===== src/rtl/div_recon_pkg.sv =====
// Shared types and sizing for the divider reconstruction checker.
// Optional MSE accumulation is enabled by defining DIV_RECON_MSE_ACC_EN.
package div_recon_pkg;

  localparam int N_W_DEFAULT = 8;
  localparam int SQ_ACC_W    = 48;
  localparam int CNT_W       = 32;

  typedef enum logic [1:0] {
    IDLE = 2'd0,
    MUL  = 2'd1,
    ADD  = 2'd2,
    DONE = 2'd3
  } state_t;

  // Signed error carries one extra bit over the 2*N_W dividend.
  function automatic int err_width(input int n_w);
    return 2 * n_w + 1;
  endfunction

endpackage


===== src/rtl/div_recon_shift_add_step.sv =====
// One shift-add multiply step: conditionally add the shifted divisor, then advance both shifters.
module div_recon_shift_add_step
  import div_recon_pkg::*;
#(
  parameter int N_W = N_W_DEFAULT
) (
  input  logic [2*N_W-1:0] acc,
  input  logic [2*N_W-1:0] d_sh,
  input  logic [N_W-1:0]   q_sh,
  output logic [2*N_W-1:0] acc_nxt,
  output logic [2*N_W-1:0] d_sh_nxt,
  output logic [N_W-1:0]   q_sh_nxt
);

  assign acc_nxt  = q_sh[0] ? (acc + d_sh) : acc;
  assign d_sh_nxt = d_sh << 1;
  assign q_sh_nxt = q_sh >> 1;

endmodule


===== src/rtl/divider_array_reconstruct_seq.sv =====
// Rebuilds n_hat = q*d + r with a sequential shift-add multiplier and reports err = n_hat - n.
// Defining DIV_RECON_MSE_ACC_EN adds saturating sum-of-squared-error and sample counters.
//
// state | meaning
// IDLE  | ready for operands
// MUL   | one shift-add step per cycle, N_W steps
// ADD   | add remainder, register n_hat / err / exact
// DONE  | result valid, held until out_ready
module divider_array_reconstruct_seq
  import div_recon_pkg::*;
#(
  parameter int N_W = N_W_DEFAULT
) (
  input  logic                      clk,
  input  logic                      rst_n,
  input  logic                      in_valid,
  output logic                      in_ready,
  input  logic [2*N_W-1:0]          n,
  input  logic [N_W-1:0]            d,
  input  logic [N_W-1:0]            q,
  input  logic [N_W-1:0]            r,
  output logic                      out_valid,
  input  logic                      out_ready,
  output logic [2*N_W-1:0]          n_hat,
  output logic [err_width(N_W)-1:0] err,
  output logic                      exact,
  input  logic                      acc_clr,
  output logic [SQ_ACC_W-1:0]       sq_acc,
  output logic [CNT_W-1:0]          cnt
);

  localparam int NN_W   = 2 * N_W;
  localparam int ERR_W  = err_width(N_W);
  localparam int STEP_W = $clog2(N_W + 1);
  localparam logic [STEP_W-1:0] STEP_LAST = STEP_W'(N_W - 1);

  state_t            state, state_nxt;
  logic [NN_W-1:0]   n_r, d_sh, acc, acc_step, d_sh_step, n_hat_nxt;
  logic [N_W-1:0]    q_sh, q_sh_step, r_r;
  logic [STEP_W-1:0] step_cnt;
  logic [ERR_W-1:0]  err_nxt;
  logic              accept;

  assign accept = in_valid && in_ready;

  always_ff @(posedge clk or negedge rst_n) begin
    if (!rst_n) state <= IDLE;
    else        state <= state_nxt;
  end

  always_comb begin
    state_nxt = state;
    case (state)
      IDLE: if (accept) state_nxt = MUL;
      MUL:  if (step_cnt == '0) state_nxt = ADD;
      ADD:  state_nxt = DONE;
      DONE: if (out_ready) state_nxt = IDLE;
      default: state_nxt = IDLE;
    endcase
  end

  // Gate ready with rst_n so it stays low for the whole reset pulse.
  always_comb begin
    in_ready  = 1'b0;
    out_valid = 1'b0;
    case (state)
      IDLE: in_ready  = rst_n;
      DONE: out_valid = 1'b1;
      default: ;
    endcase
  end

  div_recon_shift_add_step #(.N_W(N_W)) u_step (
    .acc      (acc),
    .d_sh     (d_sh),
    .q_sh     (q_sh),
    .acc_nxt  (acc_step),
    .d_sh_nxt (d_sh_step),
    .q_sh_nxt (q_sh_step)
  );

  assign n_hat_nxt = acc + NN_W'(r_r);
  assign err_nxt   = {1'b0, n_hat_nxt} - {1'b0, n_r};

  always_ff @(posedge clk or negedge rst_n) begin
    if (!rst_n) begin
      n_r      <= '0;
      d_sh     <= '0;
      q_sh     <= '0;
      r_r      <= '0;
      acc      <= '0;
      step_cnt <= '0;
      n_hat    <= '0;
      err      <= '0;
      exact    <= 1'b0;
    end else begin
      case (state)
        IDLE: if (accept) begin
          n_r      <= n;
          d_sh     <= NN_W'(d);
          q_sh     <= q;
          r_r      <= r;
          acc      <= '0;
          step_cnt <= STEP_LAST;
        end
        MUL: begin
          acc  <= acc_step;
          d_sh <= d_sh_step;
          q_sh <= q_sh_step;
          if (step_cnt != '0) step_cnt <= step_cnt - 1'b1;
        end
        ADD: begin
          n_hat <= n_hat_nxt;
          err   <= err_nxt;
          exact <= (n_hat_nxt == n_r);
        end
        default: ;
      endcase
    end
  end

`ifdef DIV_RECON_MSE_ACC_EN
  localparam int SQ_W  = 2 * ERR_W;
  localparam int SUM_W = ((SQ_W > SQ_ACC_W) ? SQ_W : SQ_ACC_W) + 1;

  logic [ERR_W-1:0]    err_mag;
  logic [SQ_W-1:0]     err_sq;
  logic [SUM_W-1:0]    sq_sum;
  logic [SQ_ACC_W-1:0] sq_acc_r;
  logic [CNT_W-1:0]    cnt_r;

  assign err_mag = err_nxt[ERR_W-1] ? -err_nxt : err_nxt;
  assign err_sq  = SQ_W'(err_mag) * SQ_W'(err_mag);
  assign sq_sum  = SUM_W'(sq_acc_r) + SUM_W'(err_sq);

  // Clear has priority over a coincident ADD sample.
  always_ff @(posedge clk or negedge rst_n) begin
    if (!rst_n) begin
      sq_acc_r <= '0;
      cnt_r    <= '0;
    end else if (acc_clr) begin
      sq_acc_r <= '0;
      cnt_r    <= '0;
    end else if (state == ADD) begin
      sq_acc_r <= (sq_sum > SUM_W'({SQ_ACC_W{1'b1}})) ? '1 : sq_sum[SQ_ACC_W-1:0];
      if (cnt_r != '1) cnt_r <= cnt_r + CNT_W'(1);
    end
  end

  assign sq_acc = sq_acc_r;
  assign cnt    = cnt_r;
`else
  logic acc_clr_unused;
  assign acc_clr_unused = acc_clr;
  assign sq_acc = '0;
  assign cnt    = '0;
`endif

endmodule

===== config.mk =====
export PLATFORM = sky130hd
export DESIGN_NAME = divider_array_reconstruct_seq
export DESIGN_NICKNAME = d
export VERILOG_FILES = /design/src/rtl/div_recon_pkg.sv /design/src/rtl/div_recon_shift_add_step.sv /design/src/rtl/divider_array_reconstruct_seq.sv
export SDC_FILE = /design/constraint.sdc
export NUM_CORES = 1
export LEC_CHECK = 0
export ABC_CLOCK_PERIOD_IN_PS = 6800
export CORE_ASPECT_RATIO = 0.5
export CORE_MARGIN = 5
export CORE_UTILIZATION = 60
export CTS_BUF_LIST = sky130_fd_sc_hd__clkbuf_16
export CTS_CLUSTER_SIZE = 8
export DETAILED_ROUTE_END_ITERATION = 12
export DONT_BUFFER_PORTS = 1
export PLACE_DENSITY_LB_ADDON = 0.3
export SLEW_MARGIN = 15
export SYNTH_ARGS = -nofsm -noshare
export SYNTH_HDL_FRONTEND = slang
export SYNTH_SLANG_ARGS = --single-unit

===== constraint.sdc =====
create_clock -name clk -period 6.8 [get_ports clk]
set_input_delay 1.36 -clock clk [delete_from_list [all_inputs] [get_ports clk]]
set_output_delay 1.36 -clock clk [all_outputs]
set_load 0.01 [all_outputs]

## Word level (Yosys, flattened, before mapping)

Index checks and enable logic that the tools add are counted.

| storage, ports and cells | value |
|---|---|
| bits in registers | 104 |
| word-level logic and storage cells | 49 |
| output and inout bits | 116 |
| input bits | 45 |

| operators by class | value |
|---|---|
| reduce and logical (&&, ||, !) cells | 10 |
| add/sub/neg operators | 4 |
| equality and inequality tests | 9 |
| muxes and demuxes | 16 |

Operators with widths:

| operator | count |
|---|---|
| 16-bit one-hot mux with 2 select lines | 2 |
| 16-bit two-way mux | 3 |
| 16-bit by 16-bit subtractor with 17-bit output | 1 |
| 16-bit adder | 1 |
| 16-bit by 8-bit adder with 16-bit output | 1 |
| 16-bit equality test | 1 |
| 8-bit one-hot mux with 2 select lines | 1 |
| 2-bit != test, second input constant | 5 |
| 3-bit AND reduction | 3 |
| 4-bit two-way mux | 2 |
| 8-bit two-way mux | 1 |
| 2-bit one-hot mux with 4 select lines | 1 |
| 4-bit one-hot mux with 2 select lines | 1 |
| 2-bit two-way mux | 3 |
| 2-bit equality test, second input constant | 2 |
| 4-bit zero test | 1 |
| 2-bit AND reduction | 2 |
| 4-bit nonzero test | 1 |
| 4-bit by 1-bit subtractor with 4-bit output, second input constant | 1 |
| 2-bit by 1-bit equality test with 1-bit output, second input constant | 1 |
| 2-bit zero test | 1 |
| 1-bit two-way mux | 2 |
| 2-bit nonzero test | 1 |
| 1-bit logical AND | 1 |

## Longest topological paths before layout

Gate-level depths: netlist of the first run.

| logic depth | value |
|---|---|
| depth after elaboration | 5 |
| depth in mapped cells | 16 |
| gate-level depth less buffers | 15 |

## Modules after synthesis

From an unflattened synthesis of the first run, not the netlist that was laid out.

| second synthesis, totals | value |
|---|---|
| cell total of the unflattened synthesis | 707 |
| area, all modules | 7133.1 sq um |

By module, submodules not included:

| module | area each (sq um) | instances | cells each | sequential area each (sq um) |
|---|---|---|---|---|
| divider_array_reconstruct_seq | 6045.8 | 1 | 567 | 2602.5 |
| div_recon_shift_add_step | 1087.3 | 1 | 140 | 0.0 |

## Worst setup path after synthesis of the first run

No wires, ideal clock.

| timing path | value |
|---|---|
| path type | register to register |
| start | register acc[1] |
| end | register err[12] |
| setup slack | 3.623 ns |
| buffers on the path | 0 |
| cell stages (with the launch flop) | 14 |
| data required time | 6.729 ns |
| data arrival time | 3.107 ns |
| period minus slack after synthesis | 3.177 ns |
| library setup time | 0.071 ns |
| path through | dfrtp_1 ha_1 a21oi_1 o21ai_1 o31ai_1 a21boi_0 ha_1 o21a_1 o21a_1 a21oi_2 o21ai_2 a21o_1 or4_1 nand4_1 |

| on the way | value |
|---|---|
| cells in the longest elaborated chain, start to end | 2 |

RTL lines:

| what | line | text |
|---|---|---|
| start: declaration | divider_array_reconstruct_seq.sv:38 | `logic [NN_W-1:0] n_r, d_sh, acc, acc_step, d_sh_step, n_hat_nxt;` |
| start signal: assignment | divider_array_reconstruct_seq.sv:107 | `acc <= acc_step;` |
| 16-bit by 8-bit adder with 16-bit output | divider_array_reconstruct_seq.sv:82 | `assign n_hat_nxt = acc + NN_W'(r_r);` |
| named net n_hat_nxt[5] | divider_array_reconstruct_seq.sv:38 |  |
| 16-bit by 16-bit subtractor with 17-bit output | divider_array_reconstruct_seq.sv:83 | `assign err_nxt = {1'b0, n_hat_nxt} - {1'b0, n_r};` |
| end signal: assignment | divider_array_reconstruct_seq.sv:114 | `err <= err_nxt;` |
| end: declaration | divider_array_reconstruct_seq.sv:25 | `output logic [err_width(N_W)-1:0] err,` |

The timed path passes the listed nets, and every way through them passes these cells.
A chain may end at the register's enable or synchronous reset.

## Final worst setup path of the first run

| timing path | value |
|---|---|
| start | register acc[1] |
| end | register err[13] |

Same word-level chain as after synthesis.

==> out/metrics.cfg, run 1 <==
[route]
drc = 0
drtIter0Drc = 199
avgRoutedWirePerCell_um = 16.7
viasPerCell = 5.49
dr.pass1.iters = 5
via_count = 4365
wirelength_um = 13300
ant_nets = 0

[setup_path]
crit_type = reg -> reg
crit_fanout = 5
arrival_ps = 3800
r2r_cells = 15
crit_path_end_kind = flip-flop
start_kind = flip-flop
critPathRequiredTime_ps = 7030

[cts]
cts_made_buffers = 9
htree_levels = 3
cts_setup_buffers = 0
clk_latency_ps = 340
cts_buffer_depth = 2
holdBufCountCts = 0
clk_pin_slew_ps = 70
clkSinkCount = 104
cts_resized = 0
cts_tree = done
cts-root-buf = clkbuf_16

[floorplanning]
core_area_um2 = 10800
die_h_um = 84.1
design.die.area_um2 = 13300
ios = 161
placementRows = 27
start_util_pct = 60.7
die_w_um = 158

[yosys]
yosys.area.top_type = dfrtp_1
synth.area.top_cells = dfrtp_1, buf_4, ha_1, mux2_2, xnor2_1
ys_seq_area_share_pct = 39.5
ys_types = 55
ys_warn_count = 0
synthArstFlopShare_pct = 100
ys.flop_type = dfrtp_1
syn_area_per_cell_um2 = 10.1
synth_edf_count = 0
syn_area_um2 = 6590
synth_top_area_share_pct = 39.5
ys_ff_latch = 104
syn_inst = 651

[outcome]
status = completed

[power_and_ir_drop]
p_leak_uw = 0.00336
combPwrFrac_pct = 55.2
worst_ir_drop_vdd_uv = 226
power.switching_uw = 1670
intPower_uw = 2180
p_clk_share_pct = 14.0
seqPwrFrac_pct = 30.8
swShare_pct = 43.4
p_per_area_nw_per_um2 = 572

[grt]
grt_overflow = 0
grt_max_degree = 107
grt_pass1_wl_um = 21600
grt_usage_pct = 20.3
grt_pass1_vias = 4182
antenna_found_initial = 0

[place]
pre_cts_slack_ps = 3240
placed_cell_area_um2 = 6420
gp_congestion = 0.853
dp_hpwl_um = 9730
port_buffers = 0

[job]
drv_cap = 0

[layout]
drive_above_1_share_pct = 11.5
nNetsFinal = 739
final_common_cell = dfrtp_1
syn_to_final_growth_pct = 2.20
num_antenna_cells = 0
mostFrequentLayoutCells = dfrtp_1, conb_1, nand2_1, ha_1, mux2_2
fin_area_um2 = 6730

[sta]
drv_slew = 0
slew_headroom_pct = 27.7
fin_crit_ps = 3570
rsz0062_at_grt = no
timing.final.crit_share_pct = 52.5
hold_viol = 0
tightestPinTransition_ps = 1080
setup_tns_ps = 0
worst_slack_ps = 3230
fin_skew_ps = 7.43
setup_viol = 0
max_freq_mhz = 280

[worst_hold_path]
worstHoldPathType = reg -> reg
hold_path_depth = 2

-- layer usage --
metal  GRT usage [%]  vias up  part of all wire, %
met4            3.72        0                 0.97
met1            27.6     2066                   45
met3            6.21       13                  8.4
met2            32.4      162                   46
li1                -     2124                    -
met5               0        -                    0
-- sequential cells by signal (all words and copies together), names as in the netlist --
register,flops
n_r,16
d_sh,16
q_sh,8
step_cnt,4
n_hat,16
state,2
r_r,8
err,17
acc,16
exact,1
-- final timing paths --
check,from,to,slack (ps)
worst max-delay path,acc[1],err[13],3230
worst min-delay path,q_sh[1],q_sh[1],490
worst max register to register,acc[1],err[13],3230
worst min register to register,q_sh[1],q_sh[1],490
max in group asynchronous,rst_n,n_hat[1],5930
min in group asynchronous,rst_n,step_cnt[3],710
-- critical path, stage by stage (launching register included) --
cell and delay [ps]:
dfrtp_1 470, ha_1 320, a21oi_1 170, o21ai_1 130
o31ai_1 330, a21oi_1 210, nand2_1 120, xnor2_1 160
ha_1 330, a21oi_1 220, nand2_1 70, a211oi_1 230
o21a_1 220, o21ai_1 90, xor2_1 160, mux2_2 270
-- cell type report --
class | count | area (µm²)
Sequential cell | 104 | 2600
Clock buffer | 9 | 225
Multi-Input combinational cell | 493 | 3480
Fill cell | 891 | 4110
Tap cell | 145 | 181
Timing Repair Buffer | 4 | 30.0
Inverter | 34 | 128
Clock inverter | 6 | 85.1
-- cells in the mapped netlist, types with 2 or more instances --
| master | n |
|---|---|
| fa_1 | 3 |
| xor2_1 | 9 |
| nor2_1 | 28 |
| o211ai_1 | 2 |
| a21boi_0 | 2 |
| o31ai_1 | 6 |
| nor3_1 | 6 |
| mux2_2 | 43 |
| clkbuf_1 | 17 |
| nand3_1 | 11 |
| a21o_2 | 2 |
| a31o_2 | 2 |
| ha_1 | 45 |
| a21oi_1 | 31 |
| a22o_1 | 18 |
| a221o_1 | 2 |
| o21ai_1 | 5 |
| nand2b_1 | 3 |
| a21o_1 | 14 |
| a31oi_1 | 6 |
| nor4_1 | 3 |
| o31a_1 | 2 |
| o21a_1 | 8 |
| xnor2_1 | 26 |
| nor2b_1 | 2 |
| a211oi_2 | 2 |
| a211oi_1 | 2 |
| o21ai_2 | 2 |
| and3_1 | 5 |
| mux2i_1 | 18 |
| o21ai_0 | 34 |
| inv_1 | 33 |
| nand2_1 | 45 |
| nand4_1 | 8 |
| buf_4 | 80 |
| dfrtp_1 | 104 |
| o21bai_1 | 4 |
-- stage by stage --
step / power (µW) / utilization, % / cells / hold slack, ps
after global routing: 4190 / 62.1 / 795 / 519
after CTS: 3870 / 62.1 / 795 / 496
final: 3850 / 62.1 / 795 / 485
after floorplan: 2880 / - / 730 / 445
after global placement: 3220 / 59.2 / 780 / 464
after detailed placement: 3300 / 59.2 / 780 / 480
-- power groups by stage --
stage                     Clock (µW)  Sequential [µW]  Combinational, µW
after floorplan                    0             1110               1770
after global placement             0             1180               2040
after detailed placement           0             1200               2100
after CTS                        551             1190               2120
after global routing             579             1230               2390
final                            540             1180               2120
-- cell families (layout without fill, tap and decap cells) --
kind of cell / after synthesis / in the layout / synth area share (%)
xor+xnor: 35 / 35 / 4.65
flops: 104 / 104 / 39.5
simple gates: 116 / 116 / 8.00
mux: 61 / 61 / 10.1
compound gates: 153 / 153 / 16.1
other cells: 1 / 80 / 0.0569
fa+ha+maj: 48 / 48 / 9.46
buf+inv: 133 / 53 / 12.2
Power figures use the tool's default switching activity.
==> run 2, diff against run 1 <==
- ABC_AREA: unset -> 1
- ABC_CLOCK_PERIOD_IN_PS: 6800 -> 3000
- CORE_UTILIZATION: 60 -> 59
- clock period: 6.8 -> 3 ns (I/O delays scaled with it)
==> run 2 against run 1 <==
  * Maximum frequency increased by 27%
  * Total power increased by 130%
  * Register-to-register slack got worse by 3000 ps
  * Synthesized area increased by 11%
  * Combinational power increased by 140%
  * First-iteration DRC count increased by 36%
  * Clock skew about the same
  * Via count increased by 39%
  * The run now ends with negative hold slack left
  * Critical endpoint is now err[15]
  * Die area increased by 12%
  * Final area increased by 13%
  * Sequential share of layout area decreased by 4.5 points
==> out/metrics.cfg, run 2 <==
[route]
drtIter0Drc = 271
avgRoutedWirePerCell_um = 13.4
via_count = 6046
ant_nets = 0
wirelength_um = 16100
viasPerCell = 5.04
dr.pass1.iters = 6
drc = 0

[setup_path]
arrival_ps = 3050
r2r_cells = 19
cp_top_family = simple AND/OR/NAND/NOR gates
crit_path_start = acc[0]
start_kind = flip-flop
r2r-end = err[15]
path_buf_inv = 1
crit_top_cell = nand2_1
crit_path_end_kind = flip-flop
slowest_stage = dfrtp_1
path_cells = ha_2 > fa_2 > nand3_1 > nand2_1 > nand2_1 > nand2_1 > nand2_1 > nand3_1 > and2_1 > ha_4 > nand2_2 > inv_1 > nand2_1 > nor3_1 > nand2_1 > nand2_1 > nand2_1 > nand3_1 > nand2_1
crit_type = reg -> reg
rr_startpoint = acc[0]
r2r_slack_ps = 190
crit_fanout = 5
critPathRequiredTime_ps = 3240
max_stage_delay_ps = 410

[cts]
clkSinkCount = 104
clk_latency_ps = 350
cts_buffer_depth = 2
clk_pin_slew_ps = 70
cts_tree = done
cts_setup_buffers = 0
htree_levels = 3
cts_made_buffers = 9
cts-root-buf = clkbuf_16

[sta]
whs_ps = -63.3
setup_viol = 0
timing.final.crit_share_pct = 93.6
fin_skew_ps = 7.78
hold_viol = 104
setup_tns_ps = 0
fin_crit_ps = 2810
max_freq_mhz = 356
drv_slew = 0
tightestPinTransition_ps = 692
slew_headroom_pct = 53.8

[power_and_ir_drop]
p_per_area_nw_per_um2 = 1160
worst_ir_drop_vdd_uv = 583
p_leak_uw = 0.00431
fin_total_pwr_uw = 8810
combPwrFrac_pct = 57.2
power.switching_uw = 4290
swShare_pct = 48.7
p_clk_share_pct = 14.6
intPower_uw = 4520
seqPwrFrac_pct = 28.2

[yosys]
synth.area.top_cells = dfrtp_1, nand2_1, buf_4, ha_1, inv_1
ys_ff_latch = 104
ys_types = 38
syn_inst = 1036
synth_common_cells = nand2_1, inv_1, dfrtp_1
synth_edf_count = 0
yosys.area.top_type = dfrtp_1
syn_area_um2 = 7320
syn_area_per_cell_um2 = 7.07
synthArstFlopShare_pct = 100
ys_warn_count = 0
ys_seq_area_share_pct = 35.5
yosysMostFrequentCell = nand2_1
ys.flop_type = dfrtp_1
synth_top_area_share_pct = 35.5

[floorplanning]
die_w_um = 168
design.die.area_um2 = 14900
die_h_um = 88.8
ios = 161
placementRows = 28
start_util_pct = 61.1
core_area_um2 = 12000

[layout]
syn_to_final_growth_pct = 3.98
nNetsFinal = 1123
postLayoutCoreUtil_pct = 63.6
num_antenna_cells = 0
final_common_cell = nand2_1
mostFrequentLayoutCells = nand2_1, inv_1, dfrtp_1
largest_reg_flops = 17
drive_above_1_share_pct = 5.60
seqCellArea_um2 = 2600
largest_register = err
nFillCells = 1059
multi_input_area_um2 = 3940

[place]
port_buffers = 0
gp_congestion = 0.902
dp_hpwl_um = 12100

[grt]
antenna_found_initial = 0
grt_pass1_vias = 5729
grt_max_degree = 106
grt_usage_pct = 22.2
grt_overflow = 0
grt_pass1_wl_um = 26800

[outcome]
status = finished with violations
violations = negative hold slack

[job]
drv_cap = 0

[worst_hold_path]
worstHoldPathType = in -> async

run 2: cell types whose count changed in the layout (fill, tap and decap cells not counted), sizes merged, moves of 18 or more:
cell	previous run	this run
inv	33	136
mux2	43	0
mux2i	18	0
nand2	45	388
nand3	11	71
nor2	28	57
xnor2	26	7
run 2: kinds of logic after synthesis:
logic type	Yosys count	share of synthesized area, %
DFF	104	35.5
xor gates and xnor gates	14	1.67
buffers and inverters	236	16.5
AOI/OAI and AO/OA	85	6.73
and+or+nand+nor	548	31.1
other	1	0.0512
adders and majority gates	48	8.51
run 2: worst max path at each step:
| stage | to | slack (ps) | cells past startpoint |
|---|---|---|---|
| floorplan | err[16] | 350 | 17 |
| global placement | err[16] | 90 | 17 |
| detailed placement | err[16] | 50 | 17 |
| CTS | err[16] | 50 | 17 |
| global route | err[13] | -10 | 17 |
| finish | err[15] | 190 | 19 |
run 2: through the flow:
step           setup slack [ps]  area, µm²  std cells  hold WS, ps
4_1_cts                    51.4       7490       1200        -73.9
3_3_place_gp               89.3       7170       1184          307
6_report                    192       7620       1200        -63.3
2_1_floorplan               353       7620       1115          304
5_1_grt                   -13.6       7620       1200        -79.1
3_5_place_dp               55.0       7170       1184          307
run 2: cell type report:
class	count	share of cell area, %
well taps	165	2.71
clock inverters	7	1.25
repair buffers	5	0.493
flip-flops and latches	104	34.2
multi-input cells	775	51.7
inverters	135	6.69
clock buffers	9	2.96
run 2: layer usage:
layer / routed length (µm) / vias to the layer above / part of all wire [%] / track usage [%]
li1: - / 3075 / - / -
met1: 7390 / 2735 / 46 / 28.6
met2: 7180 / 199 / 45 / 37.7
met3: 1170 / 37 / 7.3 / 5.22
met4: 386 / 0 / 2.4 / 7.58
met5: 0 / - / 0 / 0
run 2: what timing repair did:
action	in CTS	in global routing
endpoints found under the setup margin	0	9
gates resized for setup	0	26
endpoints found under the hold margin	104	104
run 2: power by group through the flow:
stage / Clock, µW / Combinational [µW] / Sequential (µW)
2_1_floorplan: 0 / 3940 / 2350
5_1_grt: 1360 / 5810 / 2560
3_3_place_gp: 0 / 4620 / 2490
6_report: 1290 / 5040 / 2480
4_1_cts: 1300 / 4810 / 2480
3_5_place_dp: 0 / 4760 / 2500
